[src/rtl/dsp_pkg.sv]
// Shared constants and types for the DSP P-output round/saturate block.
// Widths, FIFO depth, round-mode names and the buffered sample bundle.
package dsp_pkg;

  localparam int P_W        = 48;
  localparam int OUT_W      = 18;
  localparam int FIFO_DEPTH = 4;
  localparam int PTR_W      = 2;
  localparam int CNT_W      = 3;

  localparam string RND_NEAREST = "NEAREST";
  localparam string RND_TRUNC   = "TRUNC";

  typedef struct packed {
    logic             sat;
    logic [OUT_W-1:0] data;
  } sample_t;

endpackage

[src/rtl/dsp_out_fifo.sv]
// 4-deep output FIFO of {sat, data} samples; ports: clk/rst_n, push/din,
// pop/dout (zero when empty), count, full, empty. Full+pop+push is legal.
module dsp_out_fifo
  import dsp_pkg::*;
(
  input  logic             clk,
  input  logic             rst_n,
  input  logic             push,
  input  sample_t          din,
  input  logic             pop,
  output sample_t          dout,
  output logic [CNT_W-1:0] count,
  output logic             full,
  output logic             empty
);

  sample_t          mem [FIFO_DEPTH];
  logic [PTR_W-1:0] wr_ptr;
  logic [PTR_W-1:0] rd_ptr;
  logic             do_pop;
  logic             do_push;

  assign full    = (count == CNT_W'(FIFO_DEPTH));
  assign empty   = (count == '0);
  assign do_pop  = pop & ~empty;
  // a pop frees the slot the same edge, so full does not block push then
  assign do_push = push & (~full | do_pop);
  assign dout    = empty ? '0 : mem[rd_ptr];

  always_ff @(posedge clk or negedge rst_n) begin
    if (!rst_n) begin
      wr_ptr <= '0;
      rd_ptr <= '0;
      count  <= '0;
    end else begin
      if (do_push) wr_ptr <= wr_ptr + 1'b1;
      if (do_pop)  rd_ptr <= rd_ptr + 1'b1;
      unique case ({do_push, do_pop})
        2'b10:   count <= count + 1'b1;
        2'b01:   count <= count - 1'b1;
        default: count <= count;
      endcase
    end
  end

  always_ff @(posedge clk) begin
    if (do_push) mem[wr_ptr] <= din;
  end

endmodule

[src/rtl/dsp_p_round_sat.sv]
// Rounds, shifts and saturates the 48-bit DSP P output to 18 bits, then
// buffers it. Ports: CLK/RSTN, P_IN/P_VALID in; DOUT/DOUT_SAT/DOUT_VALID,
// DOUT_READY handshake; COUNT occupancy; OVF_STICKY drop flag, CLR_OVF.
module dsp_p_round_sat
  import dsp_pkg::*;
#(
  parameter int    SHIFT      = 17,
  parameter string ROUND_MODE = "NEAREST",
  parameter bit    SAT_EN     = 1'b1
) (
  input  logic             CLK,
  input  logic             RSTN,
  input  logic [P_W-1:0]   P_IN,
  input  logic             P_VALID,
  output logic [OUT_W-1:0] DOUT,
  output logic             DOUT_SAT,
  output logic             DOUT_VALID,
  input  logic             DOUT_READY,
  output logic [CNT_W-1:0] COUNT,
  output logic             OVF_STICKY,
  input  logic             CLR_OVF
);

  localparam logic [P_W:0] ONE = (P_W+1)'(1);
  localparam logic [P_W:0] RND_K =
    (ROUND_MODE == RND_NEAREST) ? (ONE << (SHIFT-1)) : '0;
  localparam logic signed [P_W:0] MAX_V =
    (P_W+1)'((1 << (OUT_W-1)) - 1);
  localparam logic signed [P_W:0] MIN_V = ~MAX_V;

  logic signed [P_W:0] s1_sum;
  logic                s1_valid;
  logic signed [P_W:0] shifted;
  sample_t             s2_next;
  sample_t             s2_q;
  logic                s2_valid;
  sample_t             head;
  logic                fifo_full;
  logic                fifo_empty;
  logic                drop;

  always_ff @(posedge CLK or negedge RSTN) begin
    if (!RSTN) begin
      s1_valid <= 1'b0;
      s2_valid <= 1'b0;
    end else begin
      s1_valid <= P_VALID;
      s2_valid <= s1_valid;
    end
  end

  always_ff @(posedge CLK) begin
    s1_sum <= $signed({P_IN[P_W-1], P_IN}) + $signed(RND_K);
    s2_q   <= s2_next;
  end

  assign shifted = s1_sum >>> SHIFT;

  always_comb begin
    s2_next.data = shifted[OUT_W-1:0];
    s2_next.sat  = 1'b0;
    if (SAT_EN) begin
      if (shifted > MAX_V) begin
        s2_next.data = MAX_V[OUT_W-1:0];
        s2_next.sat  = 1'b1;
      end else if (shifted < MIN_V) begin
        s2_next.data = MIN_V[OUT_W-1:0];
        s2_next.sat  = 1'b1;
      end
    end
  end

  dsp_out_fifo u_fifo (
    .clk   (CLK),
    .rst_n (RSTN),
    .push  (s2_valid),
    .din   (s2_q),
    .pop   (DOUT_READY),
    .dout  (head),
    .count (COUNT),
    .full  (fifo_full),
    .empty (fifo_empty)
  );

  // full implies non-empty, so a ready consumer always makes room
  assign drop = s2_valid & fifo_full & ~DOUT_READY;

  always_ff @(posedge CLK or negedge RSTN) begin
    if (!RSTN)        OVF_STICKY <= 1'b0;
    else if (drop)    OVF_STICKY <= 1'b1;
    else if (CLR_OVF) OVF_STICKY <= 1'b0;
  end

  assign DOUT       = head.data;
  assign DOUT_SAT   = head.sat;
  assign DOUT_VALID = ~fifo_empty;

endmodule
[config.mk]
export PLATFORM = sky130hd
export DESIGN_NAME = dsp_p_round_sat
export DESIGN_NICKNAME = d
export VERILOG_FILES = /design/src/rtl/dsp_pkg.sv /design/src/rtl/dsp_out_fifo.sv /design/src/rtl/dsp_p_round_sat.sv
export SDC_FILE = /design/constraint.sdc
export NUM_CORES = 1
export LEC_CHECK = 0
export CORE_MARGIN = 4
export CORE_UTILIZATION = 45
export CTS_CLUSTER_DIAMETER = 150
export CTS_CLUSTER_SIZE = 40
export DETAILED_ROUTE_END_ITERATION = 10
export PLACE_DENSITY = 0.76
export SLEW_MARGIN = 20
export SYNTH_ARGS = -nofsm -noshare
export SYNTH_HDL_FRONTEND = slang
export SYNTH_SLANG_ARGS = --single-unit
[constraint.sdc]
create_clock -name CLK -period 4.75 [get_ports CLK]
set_input_delay 0.95 -clock CLK [delete_from_list [all_inputs] [get_ports CLK]]
set_output_delay 0.95 -clock CLK [all_outputs]
set_load 0.01 [all_outputs]
==> results.cfg <==
[cells_and_area]
drive_above_1_share_pct = 15.2
areaGrowthSynthToFinish_pct = 25.7
final_util_pct = 58.0
antenna_cells = 0
n_fill_cell = 875
finish.instance_area_sq_mm = 0.00665
num-nets-final = 468
final_cells = 564

[worst_setup_path]
worst_r2r_endpoint = u_fifo.count[2]
crit_required_ns = 3.80
cp_cell_sequence = buf_4 > mux4_2 > and2_1 > clkdlybuf4s50_1
worstReg2RegStart = u_fifo.count[0]
r2r_cells = 8
arrival_ns = 2.74
critPathLaunchType = flip-flop
cpMaxStageDelayCell = dfrtp_1
critPathCaptureType = output pin
critical_path_class = flip-flop to output pin
r2r_slack_ns = 2.33
crit_buf_inv = 2
slowest_delay_ns = 0.87
cpLargestDelayFamily = flip-flops
worstPathMaxFanout = 14

[detailed_routing]
via_per_inst = 5.03
drt_iter0_drc = 162
post_drt_wl_per_cell_um = 16.1
drc = 0
ant_nets = 0
routed_wl_um = 9090
num_vias = 2838
drt_pass1_iterations = 4

[floorplan]
initial_core_util_pct = 46.1
coreArea_sq_mm = 0.0115
row_count = 39
dieArea_sq_mm = 0.0136
die_x_um = 116
pin_count = 77
die_y_um = 116

[min_path]
hold_path.class = flip-flop to flip-flop
holdPathEnd = s2_valid
hold_depth = 0
hp-start = s1_valid

[placement]
post_dp_cell_area_sq_mm = 0.00605
dp.cells = 532
dp_hpwl_um = 6240
numPortBuffers = 60
gp_congestion = 0.880

[sta]
final.min_clock_period_ns = 3.69
drv_slew = 0
skew_ns = 0.00941
max-slew-margin-rel_pct = 31.5
setup_viol = 0
period_share_pct = 77.6
finalSetupTns_ns = 0
hold_viol = 0
worst_slew_pin_slew_ns = 1.03
hold_slack_ns = 0.367
fmax_mhz = 271
rsz0062_at_grt = no

[clock_tree]
clkTransAtPathRegs_ns = 0.06
cts_buffer_depth = 2
insertion_delay_ns = 0.41
numCtsBuffers = 17
ctsRootBufferMaster = clkbuf_16
cts_resized = 0
cts.sink_count = 137
ctsHoldBuffers = 0
post_cts_buffers = 0
cts_tree = yes
cts_max_level = 4

[synth]
netlist_instances = 336
yosysWarnings = 0
synth_area_leaders = edfxtp_1, dfxtp_1, mux4_2
syn-num-nets = 396
syn_area_per_cell_sq_um = 15.7
synth-seq-area-share_pct = 67.2
netlist_area_sq_mm = 0.00529
ys_ff_latch = 137
synth_cell_types = 37
synth_area_leader_cell = edfxtp_1
yosysTopAreaCellShare_pct = 43.2

[power_and_ir_drop]
power.density_mw_per_mm2 = 582
ir_drop_mv = 0.323
p_leak_nw = 2.40

[global_route]
grt_pass1_vias = 3020
grt_pass1_wl_um = 15100
grt_max_degree = 22
grt.overflow.total = 0
grt_usage_pct = 15.3
antenna_found_initial = 0

[job]
cap_viol_max_count = 0

[outcome]
status = finished, final reports clean
[worst max-delay path by stage]
stage | startpoint | endpoint | slack [ns] | depth (start not counted)
final | u_fifo.rd_ptr[0] | DOUT[15] | 1.06 | 4
after global routing | u_fifo.rd_ptr[0] | DOUT[15] | 0.87 | 4
after CTS | u_fifo.rd_ptr[0] | DOUT[15] | 1.0 | 4
after detailed placement | u_fifo.rd_ptr[0] | DOUT[15] | 1.44 | 4
after global placement | u_fifo.rd_ptr[0] | DOUT[15] | 1.44 | 4
after floorplan | DOUT_READY | u_fifo.count[2] | 2.17 | 10
[power breakdown]
group          leakage (nW)  switching [mW]  internal, mW
sequential             1.23           0.138          1.46
clock                 0.275           0.473         0.827
combinational         0.890           0.397         0.576
total                  2.40            1.01          2.86
[flip-flops by register name (all words and copies together) (netlist names)]
register and cells:
u_fifo.mem 76, s2_q 19, OVF_STICKY 1, u_fifo.wr_ptr 2
s1_valid 1, u_fifo.count 3, s1_sum 32, s2_valid 1
u_fifo.rd_ptr 2
[layout by cell type, fill, tap and decap left out, types with 8 or more instances in the layout]
| cell | Yosys | final |
|---|---|---|
| edfxtp_1 | 76 | 76 |
| clkdlybuf4s50_1 | 0 | 60 |
| dfxtp_1 | 51 | 51 |
| xnor2_1 | 27 | 27 |
| and2_1 | 25 | 25 |
| mux4_2 | 19 | 19 |
| a21o_1 | 17 | 17 |
| clkbuf_16 | 0 | 17 |
| nand2_1 | 14 | 14 |
| nand3_1 | 12 | 12 |
| nand4_1 | 12 | 12 |
| dfrtp_1 | 10 | 10 |
| inv_1 | 10 | 10 |
| xor2_1 | 9 | 9 |
| nor2_1 | 8 | 8 |
[cells in the mapped netlist]
cell and count:
a21o_1 17, a31oi_1 1, a41oi_1 1, and2_1 25
and2_2 1, and3_1 2, and4_1 3, and4_2 1
buf_2 2, buf_4 1, clkbuf_1 7, dfrtp_1 10
dfxtp_1 51, edfxtp_1 76, fa_1 1, ha_1 6
inv_1 10, mux2i_1 1, mux4_2 19, nand2_1 14
nand2b_1 1, nand3_1 12, nand3_4 1, nand4_1 12
nand4_4 2, nor2_1 8, nor2b_1 1, nor3_1 1
nor3_2 2, nor4_1 3, nor4_4 3, nor4b_1 1
o21ai_0 2, o41ai_4 1, or3_1 1, xnor2_1 27
xor2_1 9
[metal layers]
metal	track usage, %	vias up	wire, um
met4	8.12	0	151
met3	3.83	10	472
met2	25.2	78	4550
met5	0	-	0
li1	-	1389	-
met1	18.5	1361	3920
[worst reg2reg max path, delay by kind of cell (launching register included)]
family / cells / cell delay (ns)
buffers and inverters: 1 / 0.06
adder cells (fa/ha/maj): 2 / 0.59
flip-flops: 1 / 0.44
XOR/XNOR: 2 / 0.30
AND/OR/NAND/NOR: 3 / 0.95
[through the flow]
step	power (mW)	setup slack, ns
after floorplan	2.13	2.17
after global placement	2.58	1.44
after detailed placement	2.61	1.44
after CTS	3.92	0.997
after global routing	4.07	0.874
final	3.87	1.06
[cell type report]
type | instances | area (sq um) | share of cell area (%)
timing repair buffer | 63 | 623 | 9.37
inverter | 10 | 37.5 | 0.565
clock buffer | 18 | 429 | 6.46
clock inverter | 14 | 171 | 2.58
tap | 143 | 179 | 2.69
multi-input combinational | 179 | 1650 | 24.9
sequential | 137 | 3550 | 53.5
[kinds of logic (layout without fill, tap and decap cells)]
group / count (synthesis) / in the layout / synth area share [%]
AO/OA/AOI/OAI: 22 / 22 / 3.41
flip-flops: 137 / 137 / 67.2
multiplexers: 20 / 20 / 8.28
buffers and inverters: 20 / 105 / 1.54
adder cells (fa/ha/maj): 7 / 7 / 1.80
XOR/XNOR: 36 / 36 / 5.96
AND/OR/NAND/NOR: 94 / 94 / 11.8
Note: power is estimated with default switching activity, not from simulation.
==> RTL change 1, RTL diff (config.mk and constraints unchanged) <==
Change the parameter `SAT_EN` from 1'b1 to 1'b0.
--- a/src/rtl/dsp_p_round_sat.sv
+++ b/src/rtl/dsp_p_round_sat.sv
@@ -6,7 +6,7 @@
 #(
   parameter int    SHIFT      = 17,
   parameter string ROUND_MODE = "NEAREST",
-  parameter bit    SAT_EN     = 1'b1
+  parameter bit    SAT_EN     = 1'b0
 ) (
   input  logic             CLK,
   input  logic             RSTN,
Formal check against the unedited RTL: not equivalent (Yosys sat finds a counterexample within 4 cycles, from zero or initial values and one cycle with RSTN low).
==> RTL change 1 against the original RTL <==
  * Register-to-register slack improved by 0.12 ns
  * Hold slack got worse by 0.049 ns
  * First-iteration DRC count fell by 38%
  * Combinational power fell by 6.5%
  * Clock power fell by 8%
  * Worst setup slack improved by 0.25 ns
  * Total power fell by 10%
  * Final area fell by 18%
  * Routed wire length fell by 24%
  * Area after synthesis fell by 19%
  * Critical path depth fell by 1
  * Sequential cell count fell by 19
  * Highest routed layer unchanged
==> RTL change 1: results (changes against the original RTL) <==
| Metric | Value |
|---|---|
| Area Overhead vs Synth | 27.2% |
| Peak supply drop | 0.269 mV (-17%) |
| Fraction of registers with async set/reset | 8.47% (+1.2 points) |
| Post-DP Area | 4860 um2 (-20%) |
| Critical-path maximum fanout | 19 (+5) |
| Total GRT Usage | 13.6% (-1.7 points) |
| Top flop regs | u_fifo.mem: 72 flops, s1_sum: 18 flops, s2_q: 18 flops |
| Worst path arrival time | 2.48 ns (-0.26 ns) |
| I/O Buffers | 46 (-23%) |
| Clock Skew | 0.0119 ns (+0.00251 ns) |
| Syn Inst Count | 242 (-28%) |
| Initial drt markers | 101 (-38%) |
| Min-delay src | s1_sum[34] |
| Synth Area in Adders | 2.22% (+0.43 points) |
| Pre-CTS worst setup slack | 1.55 ns (+0.113 ns) |
| Final setup margin | 1.32 ns (+0.251 ns) |
| Placed cells | 410 (-23%) |
| Largest net degree at the start of global routing | 21 (-4.5%) |
| Post-synth cell types | 32 (-14%) |
| Dominant cells by area after synthesis | edfxtp_1 51%, dfxtp_1 17%, mux4_2 9.5% |
| Global-route wire length before repair | 11.1 mm (-27%) |
| Net count after synthesis | 302 (-24%) |
| Synth top cells by count | 72 x edfxtp_1, 36 x dfxtp_1, 22 x and2_1 |
| Dpl hpwl | 4.18 mm (-33%) |
| Mux cell area share after synthesis | 9.72% (+1.4 points) |
| Layout fillers | 697 (-20%) |
| Non-Filler Instances | 442 (-22%) |
| Share of the yosys chip area belonging to registers | 73.3% (+6.1 points) |
| CTS Root Cell | clkbuf_8 |
| Outcome | complete, no violations |
| Clock Path Buffers | 2 (unchanged) |
| Post-synth EDFFs | 72 (-5.3%) |
| Routability Congestion | 0.708 (-20%) |
| Initial antenna violation count | 0 (unchanged) |
| Nets | 360 (-23%) |
| Post-synthesis xor/xnor area fraction | 4.71% (-1.2 points) |
| Routed via count | 2125 (-25%) |
| Vias in the first global route | 2267 (-25%) |
| Leakage | 1.96 nW (-18%) |
| Reg2reg setup slack | 2.45 ns (+0.12 ns) |
| Max-slew headroom | 35.2% (+3.7 points) |
| Critical Path Sink | DOUT[9] |
| Synth Area in Compound Gates | 0.234% (-3.2 points) |
| Critical path startpoint | u_fifo.rd_ptr[1] |
| DR WL/cell | 15.6 um (-3.3%) |
| Share of post-route cells with drive strength above 1 | 17.6% (+2.4 points) |
| Skew-Pair Late Insertion Delay | 0.50 ns (+0.09 ns) |
RTL change 1: cell types whose count changed after synthesis, moves of 8 or more:
| cell | unedited run | this run |
|---|---|---|
| dfxtp_1 | 51 | 36 |
| a21o_1 | 17 | 0 |
| nand2_1 | 14 | 6 |
| nand4_1 | 12 | 2 |
| xnor2_1 | 27 | 15 |
RTL change 1: layout make-up:
type                            instances  area share (%)
Timing Repair Buffer                   47            8.61
Clock inverter                         12            1.80
Clock buffer                           20            8.79
Sequential cell                       118            57.6
Tap cell                              129            2.97
Multi-Input combinational cell        107            19.6
Inverter                                9           0.621
RTL change 1: how the worst min path moves through the flow:
stage,endpoint,cells past startpoint,slack [ns]
after floorplan,s2_q[0],0,0.31
after CTS,s2_q[8],0,0.33
final,s2_q[17],0,0.32
after global placement,s2_q[3],0,0.31
after detailed placement,s2_q[8],0,0.31
after global routing,s2_q[17],0,0.33
RTL change 1: critical path: stages, from the launching register on:
cell and delay [ns]:
dfrtp_1 0.90, mux4_2 0.41, and2_1 0.17, clkdlybuf4s50_1 0.49
RTL change 1: cells by family (layout without fill, tap and decap cells):
family / after synthesis / in the layout
other: 1 / 1
buffers and inverters: 17 / 88
adders and majority gates: 7 / 7
xor gates and xnor gates: 23 / 23
muxes: 19 / 19
and+or+nand+nor: 55 / 55
AOI/OAI and AO/OA: 2 / 2
DFF: 118 / 118
RTL change 1: layer usage:
layer / GRT usage (%) / vias up / part of all wire (%)
met4: 7.03 / 0 / 1.4
met1: 15.1 / 1053 / 40
met5: 0 / - / 0
met2: 22.8 / 61 / 53
met3: 4.96 / 8 / 5.3
li1: - / 1003 / -
RTL change 1: power breakdown:
part / leakage (nW) / switching, W / internal [W]
sequential: 1.08 / 0.0000966 / 0.00128
clock: 0.284 / 0.000424 / 0.000763
combinational: 0.591 / 0.000383 / 0.000526
==> RTL change 2, RTL diff (same flow settings) <==
Without the edit above. Reset style: synchronous (`RSTN` and `rst_n`), changed in 3 clocked blocks.
--- a/src/rtl/dsp_out_fifo.sv
+++ b/src/rtl/dsp_out_fifo.sv
@@ -27,7 +27,7 @@
   assign do_push = push & (~full | do_pop);
   assign dout    = empty ? '0 : mem[rd_ptr];
 
-  always_ff @(posedge clk or negedge rst_n) begin
+  always_ff @(posedge clk) begin
     if (!rst_n) begin
       wr_ptr <= '0;
       rd_ptr <= '0;
--- a/src/rtl/dsp_p_round_sat.sv
+++ b/src/rtl/dsp_p_round_sat.sv
@@ -39,7 +39,7 @@
   logic                fifo_empty;
   logic                drop;
 
-  always_ff @(posedge CLK or negedge RSTN) begin
+  always_ff @(posedge CLK) begin
     if (!RSTN) begin
       s1_valid <= 1'b0;
       s2_valid <= 1'b0;
@@ -85,7 +85,7 @@
   // full implies non-empty, so a ready consumer always makes room
   assign drop = s2_valid & fifo_full & ~DOUT_READY;
 
-  always_ff @(posedge CLK or negedge RSTN) begin
+  always_ff @(posedge CLK) begin
     if (!RSTN)        OVF_STICKY <= 1'b0;
     else if (drop)    OVF_STICKY <= 1'b1;
     else if (CLR_OVF) OVF_STICKY <= 1'b0;
Function: differs if RSTN is asserted again (counterexample within 4 cycles, from zero or initial values and one cycle with RSTN low); with RSTN held inactive, the same outputs for 10 cycles.
==> RTL change 2 against the original RTL <==
  * Register-to-register slack worse by 0.05 ns
  * Routed wire length down 3.1%
  * Largest power group unchanged
  * First-iteration DRC count up 25%
  * Sequential cell count up 2
  * Critical path depth unchanged
  * Final area down 0.23%
  * Clock power down 8%
  * Total power down 21%
  * Combinational power down 48%
  * Area after synthesis up 1.2%
  * Worst setup slack better by 0.096 ns
  * Synthesized cell count up 4.8%
  * Sequential share of layout area about the same
==> RTL change 2: results (changes against the original RTL) <==
| Metric | Value |
|---|---|
| Outcome | complete, no violations |
| Initial drt markers | 202 (+25%) |
| Design Power | 0.00307 W (-21%) |
| CTS buffer count | 17 (unchanged) |
| Hold endpoint | s2_q[17] |
| Synth Area in Compound Gates | 3.62% (+0.22 points) |
| Placed cells | 545 (+2.4%) |
| Switching Fraction | 24.9% (-1.2 points) |
| Met3 Resource Use GR | 3.91% (+0.073 points) |
| I/O Buffers | 60 (unchanged) |
| DR pass1 iterations | 5 (+1) |
| Pre-CTS worst setup slack | 1.31 ns (-0.131 ns) |
| Mux cell area share after synthesis | 8.19% (-0.095 points) |
| Post-DP Area | 6080 um2 (+0.60%) |
| Synth Area in Adders | 1.78% (-0.021 points) |
| Slew @ Worst Pin | 1.05 ns (+0.0174 ns) |
| Min-delay src | s1_sum[48] |
| FMAX | 0.279 GHz (+2.7%) |
| Critical Path Sink | DOUT[8] |
| Leakage | 2.28 nW (-5.1%) |
| Post-synth cell types | 34 (-8.1%) |
| Clock Skew | 0.00990 ns (+0.000489 ns) |
| Syn Inst Count | 352 (+4.8%) |
| Nets | 481 (+2.8%) |
| Vias/cell | 5.10 (+1.3%) |
| Worst setup path class | flop to output pin |
| Total GRT Usage | 13.9% (-1.3 points) |
| Hold WS | 0.416 ns (+0.0490 ns) |
| Dpl hpwl | 6.14 mm (-1.5%) |
| Share of post-route cells with drive strength above 1 | 14.1% (-1.1 points) |
| Met1 Routed Length | 3.90 mm (-0.54%) |
| Routed wl met2 | 4.40 mm (-3.2%) |
| WL final | 8.81 mm (-3.1%) |
| Logic pwr share | 16.4% (-8.7 points) |
| Net count after synthesis | 412 (+4.0%) |
| Reg2reg end | u_fifo.count[2] |
| Vias in the first global route | 2964 (-1.9%) |
| CP max stage cell | dfxtp_1 |
| Met2 GRT Util | 23.2% (-1.9 points) |
| Dominant cells by area after synthesis | edfxtp_1 43%, dfxtp_1 24%, mux4_2 8.0% |
| Top flop regs | u_fifo.mem: 76 flops, s1_sum: 32 flops, s2_q: 19 flops |
| Reg2reg setup slack | 2.28 ns (-0.05 ns) |
| Critical-path maximum fanout | 11 (-3) |
| Met3 Wirelength | 421 um (-11%) |
| Met1 usage | 17.7% (-0.78 points) |
| Share of the yosys chip area belonging to registers | 66.2% (-0.96 points) |
| Non-Filler Instances | 577 (+2.3%) |
| CP peak stage delay | 0.69 ns (-0.18 ns) |
| Synth top cells by count | 76 x edfxtp_1, 63 x dfxtp_1, 32 x and2_1 |
| Reg2reg start | u_fifo.count[0] |
| Global-route wire length before repair | 14.4 mm (-4.8%) |
| Largest net degree at the start of global routing | 23 (+4.5%) |
| P_seq | 0.00137 W (-14%) |
| Fraction of registers with async set/reset | 0% (-7.3 points) |
| Peak supply drop | 0.375 mV (+16%) |
| Post-synthesis xor/xnor area fraction | 5.73% (-0.23 points) |
-- RTL change 2: cell count changes in the layout (fill, tap and decap cells not counted), moves of 3 or more --
| cell | delta |
|---|---|
| a21o_1 | -17 |
| and2_1 | +6 |
| and4_1 | -3 |
| bufinv_16 | -3 |
| clkinvlp_4 | -5 |
| dfrtp_1 | -10 |
| dfxtp_1 | +12 |
| inv_4 | +5 |
| inv_6 | +3 |
| nand4_1 | +3 |
| nor2b_1 | +5 |
| o21a_1 | +17 |
-- RTL change 2: worst max-delay path: cells and delay by family, from the launching register on --
kind                   cells  cell delay (ns)
buffers and inverters      2             0.83
multiplexers               1             0.55
AND/OR/NAND/NOR            1             0.17
flip-flops                 1             0.69
-- RTL change 2: layout make-up --
class,instances,area [um2]
well taps,143,179
repair buffers,61,608
flip-flops and latches,139,3540
clock inverters,15,123
multi-input cells,194,1720
fillers,889,4880
inverters,8,30.0
clock buffers,17,425
